`src/rtl/bram_arbiter.sv`:
```
// Two-requester arbiter for a 256x16 block RAM: clears the RAM after reset, then grants one command per cycle.
// Define BRAM_ARB_FIXED_PRIO_EN to make A win every tie; the default build uses round-robin arbitration.
module bram_arbiter #(
  parameter int ADDR_W = 8,
  parameter int DATA_W = 16
) (
  input  logic              clk,
  input  logic              rst,
  input  logic              a_req,
  input  logic              a_we,
  input  logic [ADDR_W-1:0] a_addr,
  input  logic [DATA_W-1:0] a_wdata,
  input  logic [DATA_W-1:0] a_mask,
  output logic              a_gnt,
  output logic              a_rvalid,
  output logic [DATA_W-1:0] a_rdata,
  input  logic              b_req,
  input  logic              b_we,
  input  logic [ADDR_W-1:0] b_addr,
  input  logic [DATA_W-1:0] b_wdata,
  input  logic [DATA_W-1:0] b_mask,
  output logic              b_gnt,
  output logic              b_rvalid,
  output logic [DATA_W-1:0] b_rdata,
  output logic              ram_we,
  output logic              ram_re,
  output logic [ADDR_W-1:0] ram_waddr,
  output logic [ADDR_W-1:0] ram_raddr,
  output logic [DATA_W-1:0] ram_wdata,
  output logic [DATA_W-1:0] ram_mask,
  input  logic [DATA_W-1:0] ram_rdata,
  output logic              init_done
);

  // state | meaning
  // CLEAR | writing zero to every RAM word, requests held off
  // RUN   | arbitrating A/B commands onto the RAM
  typedef enum logic {CLEAR, RUN} state_t;

  state_t            state_q, state_d;
  logic [ADDR_W-1:0] cnt_q, cnt_d;
  logic              tag_valid_q, tag_b_q;
  logic [DATA_W-1:0] a_rdata_q, b_rdata_q;
  logic              a_win, b_win, a_pref;
  logic              win_we;

`ifdef BRAM_ARB_FIXED_PRIO_EN
  assign a_pref = 1'b1;
`else
  logic last_b_q;

  // Starts at B so A takes the first tie after reset.
  always_ff @(posedge clk) begin
    if (rst)                last_b_q <= 1'b1;
    else if (a_win | b_win) last_b_q <= b_win;
  end

  assign a_pref = last_b_q;
`endif

  always_ff @(posedge clk) begin
    if (rst) begin
      state_q     <= CLEAR;
      cnt_q       <= '0;
      tag_valid_q <= 1'b0;
      tag_b_q     <= 1'b0;
      a_rdata_q   <= '0;
      b_rdata_q   <= '0;
    end else begin
      state_q     <= state_d;
      cnt_q       <= cnt_d;
      tag_valid_q <= ram_re;
      tag_b_q     <= b_win;
      if (a_rvalid) a_rdata_q <= ram_rdata;
      if (b_rvalid) b_rdata_q <= ram_rdata;
    end
  end

  always_comb begin
    state_d   = state_q;
    cnt_d     = cnt_q;
    a_win     = 1'b0;
    b_win     = 1'b0;
    win_we    = 1'b0;
    ram_we    = 1'b0;
    ram_re    = 1'b0;
    ram_waddr = '0;
    ram_raddr = '0;
    ram_wdata = '0;
    ram_mask  = '0;
    if (!rst) begin
      case (state_q)
        CLEAR: begin
          ram_we    = 1'b1;
          ram_waddr = cnt_q;
          cnt_d     = cnt_q + 1'b1;
          if (cnt_q == '1) begin
            state_d = RUN;
            cnt_d   = '0;
          end
        end
        RUN: begin
          a_win     = a_req & (~b_req | a_pref);
          b_win     = b_req & ~a_win;
          win_we    = b_win ? b_we : a_we;
          ram_we    = (a_win | b_win) & win_we;
          ram_re    = (a_win | b_win) & ~win_we;
          ram_waddr = b_win ? b_addr : a_addr;
          ram_raddr = b_win ? b_addr : a_addr;
          ram_wdata = b_win ? b_wdata : a_wdata;
          ram_mask  = b_win ? b_mask : a_mask;
        end
        default: state_d = CLEAR;
      endcase
    end
  end

  assign a_gnt     = a_win;
  assign b_gnt     = b_win;
  assign init_done = ~rst & (state_q == RUN);

  // Reset gates the tag so a read granted just before reset never returns.
  assign a_rvalid = ~rst & tag_valid_q & ~tag_b_q;
  assign b_rvalid = ~rst & tag_valid_q & tag_b_q;
  assign a_rdata  = rst ? '0 : (a_rvalid ? ram_rdata : a_rdata_q);
  assign b_rdata  = rst ? '0 : (b_rvalid ? ram_rdata : b_rdata_q);

endmodule

```
`config.mk`:
```
export PLATFORM = sky130hd
export DESIGN_NAME = bram_arbiter
export DESIGN_NICKNAME = d
export VERILOG_FILES = /design/src/rtl/bram_arbiter.sv
export SDC_FILE = /design/constraint.sdc
export NUM_CORES = 1
export LEC_CHECK = 0
export ABC_CLOCK_PERIOD_IN_PS = 1120
export CAP_MARGIN = 0
export CELL_PAD_IN_SITES_DETAIL_PLACEMENT = 0
export CELL_PAD_IN_SITES_GLOBAL_PLACEMENT = 1
export CORE_ASPECT_RATIO = 0.7
export CORE_MARGIN = 2
export CORE_UTILIZATION = 20
export CTS_BUF_LIST = sky130_fd_sc_hd__clkbuf_16
export CTS_CLUSTER_SIZE = 8
export DETAILED_ROUTE_END_ITERATION = 6
export PLACE_DENSITY = 0.78
export RECOVER_POWER = 100
export SETUP_SLACK_MARGIN = 0.5
export SYNTH_ARGS = -nofsm -noshare
export SYNTH_HDL_FRONTEND = slang
export SYNTH_SLANG_ARGS = --single-unit
export TNS_END_PERCENT = 30
```
`constraint.sdc`:
```
create_clock -name clk -period 1.12 [get_ports clk]
set_input_delay 0.112 -clock clk [delete_from_list [all_inputs] [get_ports clk]]
set_output_delay 0.112 -clock clk [all_outputs]
set_load 0.01 [all_outputs]
```
==> results_dict.tcl <==
set metrics [dict create \
    numCtsBuffers 5 \
    min_path_cells 3 \
    max_freq_mhz 585 \
    drive_above_1_share_pct 43.1 \
    antenna_cells 0 \
    dieArea_mm2 0.0133 \
    dp_worst_setup_slack_ns -0.945 \
    crit_buf_inv 4 \
    drc 0 \
    timing.rr.end "cnt_q[5]$_SDFFE_PP0N_" \
    crit_family "buffers and inverters" \
    grtUsageTotal_pct 16.3 \
    min_from "ram_rdata[7]" \
    finalWorstSetupSlack_ns -0.589 \
    max_slew_margin_pct 76.9 \
    vias_per_cell 4.51 \
    worst_path_max_delay_cell "dfxtp_2" \
    cts_root_buf "clkbuf_16" \
    synth_cell_types 36 \
    synth_edf_count 0 \
    irDropWorstVdd_uv 497 \
    ant_nets 0 \
    fillerInstances 1166 \
    die_x_um 137 \
    drt_wl_total_um 11500 \
    vias 3322 \
    synth_area_leaders "dfxtp_1 (36%), nand2_1 (19%), a21oi_1 (7.7%), nand3b_1 (5.5%), o21ai_0 (4.9%)" \
    clk_path_buf_depth 2 \
    synthTopCellsByCount "nand2_1 (123), dfxtp_1 (44), a21oi_1 (38), o21ai_0 (24), nand2b_1 (19)" \
    arrival_ns 1.60 \
    yosysTopAreaCell "dfxtp_1" \
    firstDrtPassIters 5 \
    hold_buffers 0 \
    synth-compound-area-share_pct 17.6 \
    fin_setup_tns_ns -39.81 \
    synth_nets 459 \
    cts_tree "built" \
    synthesis.area_mm2 0.00248 \
    grt_pass1_vias 3233 \
    async_reset_ff_share_pct 0 \
    path_cells "a21boi_4, buf_6, buf_6, mux2i_1, buf_4, a211oi_2, buf_2" \
    avgSynthCellArea_um2 6.96 \
    area_growth_pct 118 \
    die_h_um 97.1 \
    start_util_pct 20.8 \
    powerDensity_mw_per_mm2 793 \
    synth_top_family_by_area "simple AND/OR/NAND/NOR gates" \
    ff2ff_path_depth 4 \
    drt_iter0_drc 130 \
    yosys_most_used_dff "dfxtp_1" \
    multiInputGateArea_mm2 0.00193 \
    dp_hpwl_um 7690 \
    hold_class "in -> reg" \
    io_pins 189 \
    synth_seq_cells 44 \
    rrSetupSlack_ns -0.27 \
    drv_slew 0 \
    path_max_fanout 3 \
    yosys.area_share.simple_pct 35.5 \
    rr_startpoint "state_q$_SDFF_PP0_" \
    port_buffers 188 \
    finalCritPeriodShare_pct 153 \
    synth_top_area_share_pct 35.6 \
    path_clk_slew_ns 0.06 \
    end_kind "primary output" \
    cp.required_ns 1.01 \
    grt_max_degree 36 \
    worstSetupPathType "reg -> out" \
    tightest_slew_ns 0.344 \
    routabilityCongestion 0.846 \
    max_stage_delay_ns 0.33 \
    layout.nets 682 \
    status "complete, but fails checks" \
    cpMostUsedCell "buf_6" \
    violations "negative setup slack" \
    synth.area.mux_share_pct 3.64 \
    synth_xor_area_share_pct 0.707 \
    rows 33 \
    clock_skew_ns 0.00238 \
    cp-start-kind "register" \
    synth-adder-area-share_pct 0.505 \
    finalInstanceArea_mm2 0.00540 \
    max_cap_viol_count 0 \
    grt_pass1_wl_um 17200 \
    power_w 0.00428 \
    finalCriticalPeriod_ns 1.71 \
    placed_area_mm2 0.00490 \
    rsz0062_at_grt "true" \
    hold_path_end "b_rdata_q[7]$_DFF_P_" \
    power.leakage_nw 2.45 \
    clock-sinks 44 \
    netlist_instances 356 \
    clk_latency_ns 0.29 \
    hold_slack_ns 0.418 \
    antenna_found_initial 0 \
    post_drt_wl_per_cell_um 15.6 \
    core_area_mm2 0.0119 \
    yosysSeqAreaShare_pct 35.6 \
    setup_viol 96 \
    synth.most_common_cell "nand2_1" \
    grt_overflow 0 \
    ys.warnings.count 0 \
    ff_latch_area_um2 890 \
    htree_num_levels 2 \
    hold_viol 0 \
]
## layout make-up
| type | count | share of cell area (%) |
|---|---|---|
| Clock buffer | 5 | 2.32 |
| Inverter | 4 | 0.325 |
| Clock inverter | 3 | 0.788 |
| Multi-Input combinational cell | 281 | 35.8 |
| Timing Repair Buffer | 243 | 40.6 |
| Sequential cell | 44 | 16.5 |
| Tap cell | 157 | 3.64 |
## layout by cell type (no fill, tap or decap), types with 3 or more instances in the layout
| master | netlist | routed |
|---|---|---|
| nand3b_1 | 18 | 18 |
| buf_2 | 11 | 80 |
| buf_12 | 0 | 7 |
| buf_16 | 0 | 5 |
| o21ai_2 | 0 | 5 |
| buf_4 | 4 | 26 |
| dfxtp_2 | 0 | 4 |
| buf_6 | 2 | 18 |
| nand2_1 | 123 | 89 |
| a21oi_2 | 0 | 34 |
| nand2b_1 | 19 | 17 |
| o211ai_1 | 3 | 3 |
| nand2_2 | 0 | 10 |
| clkdlybuf4s50_1 | 0 | 98 |
| nand2_4 | 0 | 24 |
| a31oi_1 | 4 | 3 |
| clkbuf_16 | 0 | 9 |
| nor2_1 | 17 | 14 |
| or3_1 | 3 | 3 |
| dfxtp_1 | 44 | 39 |
| dlygate4sd2_1 | 0 | 3 |
| o21ai_1 | 3 | 20 |
| mux2i_4 | 0 | 7 |
| a21oi_1 | 38 | 4 |
## state kept, by name, indices dropped and copies added (netlist names)
| signal | flops |
|---|---|
| a_pref | 1 |
| a_rdata_q | 16 |
| b_rdata_q | 16 |
| cnt_q | 8 |
| state_q | 1 |
| tag_b_q | 1 |
| tag_valid_q | 1 |
## per-stage QoR
step,util [%],std cells
3_3_place_gp,41.2,710
2_1_floorplan,-,356
5_1_grt,45.4,737
6_report,45.4,737
4_1_cts,42.2,729
3_5_place_dp,41.2,710
## worst reg2reg max path, delay by kind of cell (launching register included)
| kind | cells | cell delay (ns) |
|---|---|---|
| simple gates | 1 | 0.51 |
| compound gates | 1 | 0.18 |
| flops | 1 | 0.36 |
| buf+inv | 2 | 0.27 |
## layer usage
metal	GRT usage (%)	part of all wire (%)	up-vias
met1	22.7	46	1592
met4	3.49	0.90	0
met3	3.29	5.2	8
met5	0	0	-
li1	-	-	1630
met2	25.8	47	92
## cell families (layout without fill, tap and decap cells)
logic type	count (synthesis)	count (layout)
buffers and inverters	31	255
AO/OA/AOI/OAI	78	78
adder cells (fa/ha/maj)	1	1
AND/OR/NAND/NOR	191	191
flip-flops	44	44
XOR/XNOR	2	2
multiplexers	9	9
## where the power goes
group / switching, W / internal [W] / total (W) / leakage, nW
registers: 0.0000141 / 0.00158 / 0.00159 / 0.356
clock network: 0.000634 / 0.00105 / 0.00168 / 0.0814
logic: 0.000390 / 0.000618 / 0.00101 / 2.01
total: 0.00104 / 0.00324 / 0.00428 / 2.45
## timing repair
| action | in CTS | in global routing |
|---|---|---|
| buffers inserted | 6 | 4 |
| endpoints found under the setup margin | 131 | 131 |
| pin swaps | 13 | 55 |
| gates cloned | 5 | 4 |
| gates resized for setup | 423 | 71 |
## worst max-delay path by stage
| stage | from | to | slack (ns) | cells after the start |
|---|---|---|---|---|
| finish | a_pref$_SDFFE_PP1P_ | ram_waddr[0] | -0.59 | 7 |
| global route | a_pref$_SDFFE_PP1P_ | ram_waddr[0] | -0.67 | 7 |
| CTS | a_pref$_SDFFE_PP1P_ | ram_waddr[0] | -0.63 | 7 |
| detailed placement | b_req | ram_waddr[7] | -0.95 | 6 |
| global placement | b_req | ram_waddr[0] | -0.95 | 7 |
| floorplan | a_pref$_SDFFE_PP1P_ | ram_waddr[2] | -0.1 | 5 |
Note: power is estimated with default switching activity, not from simulation.
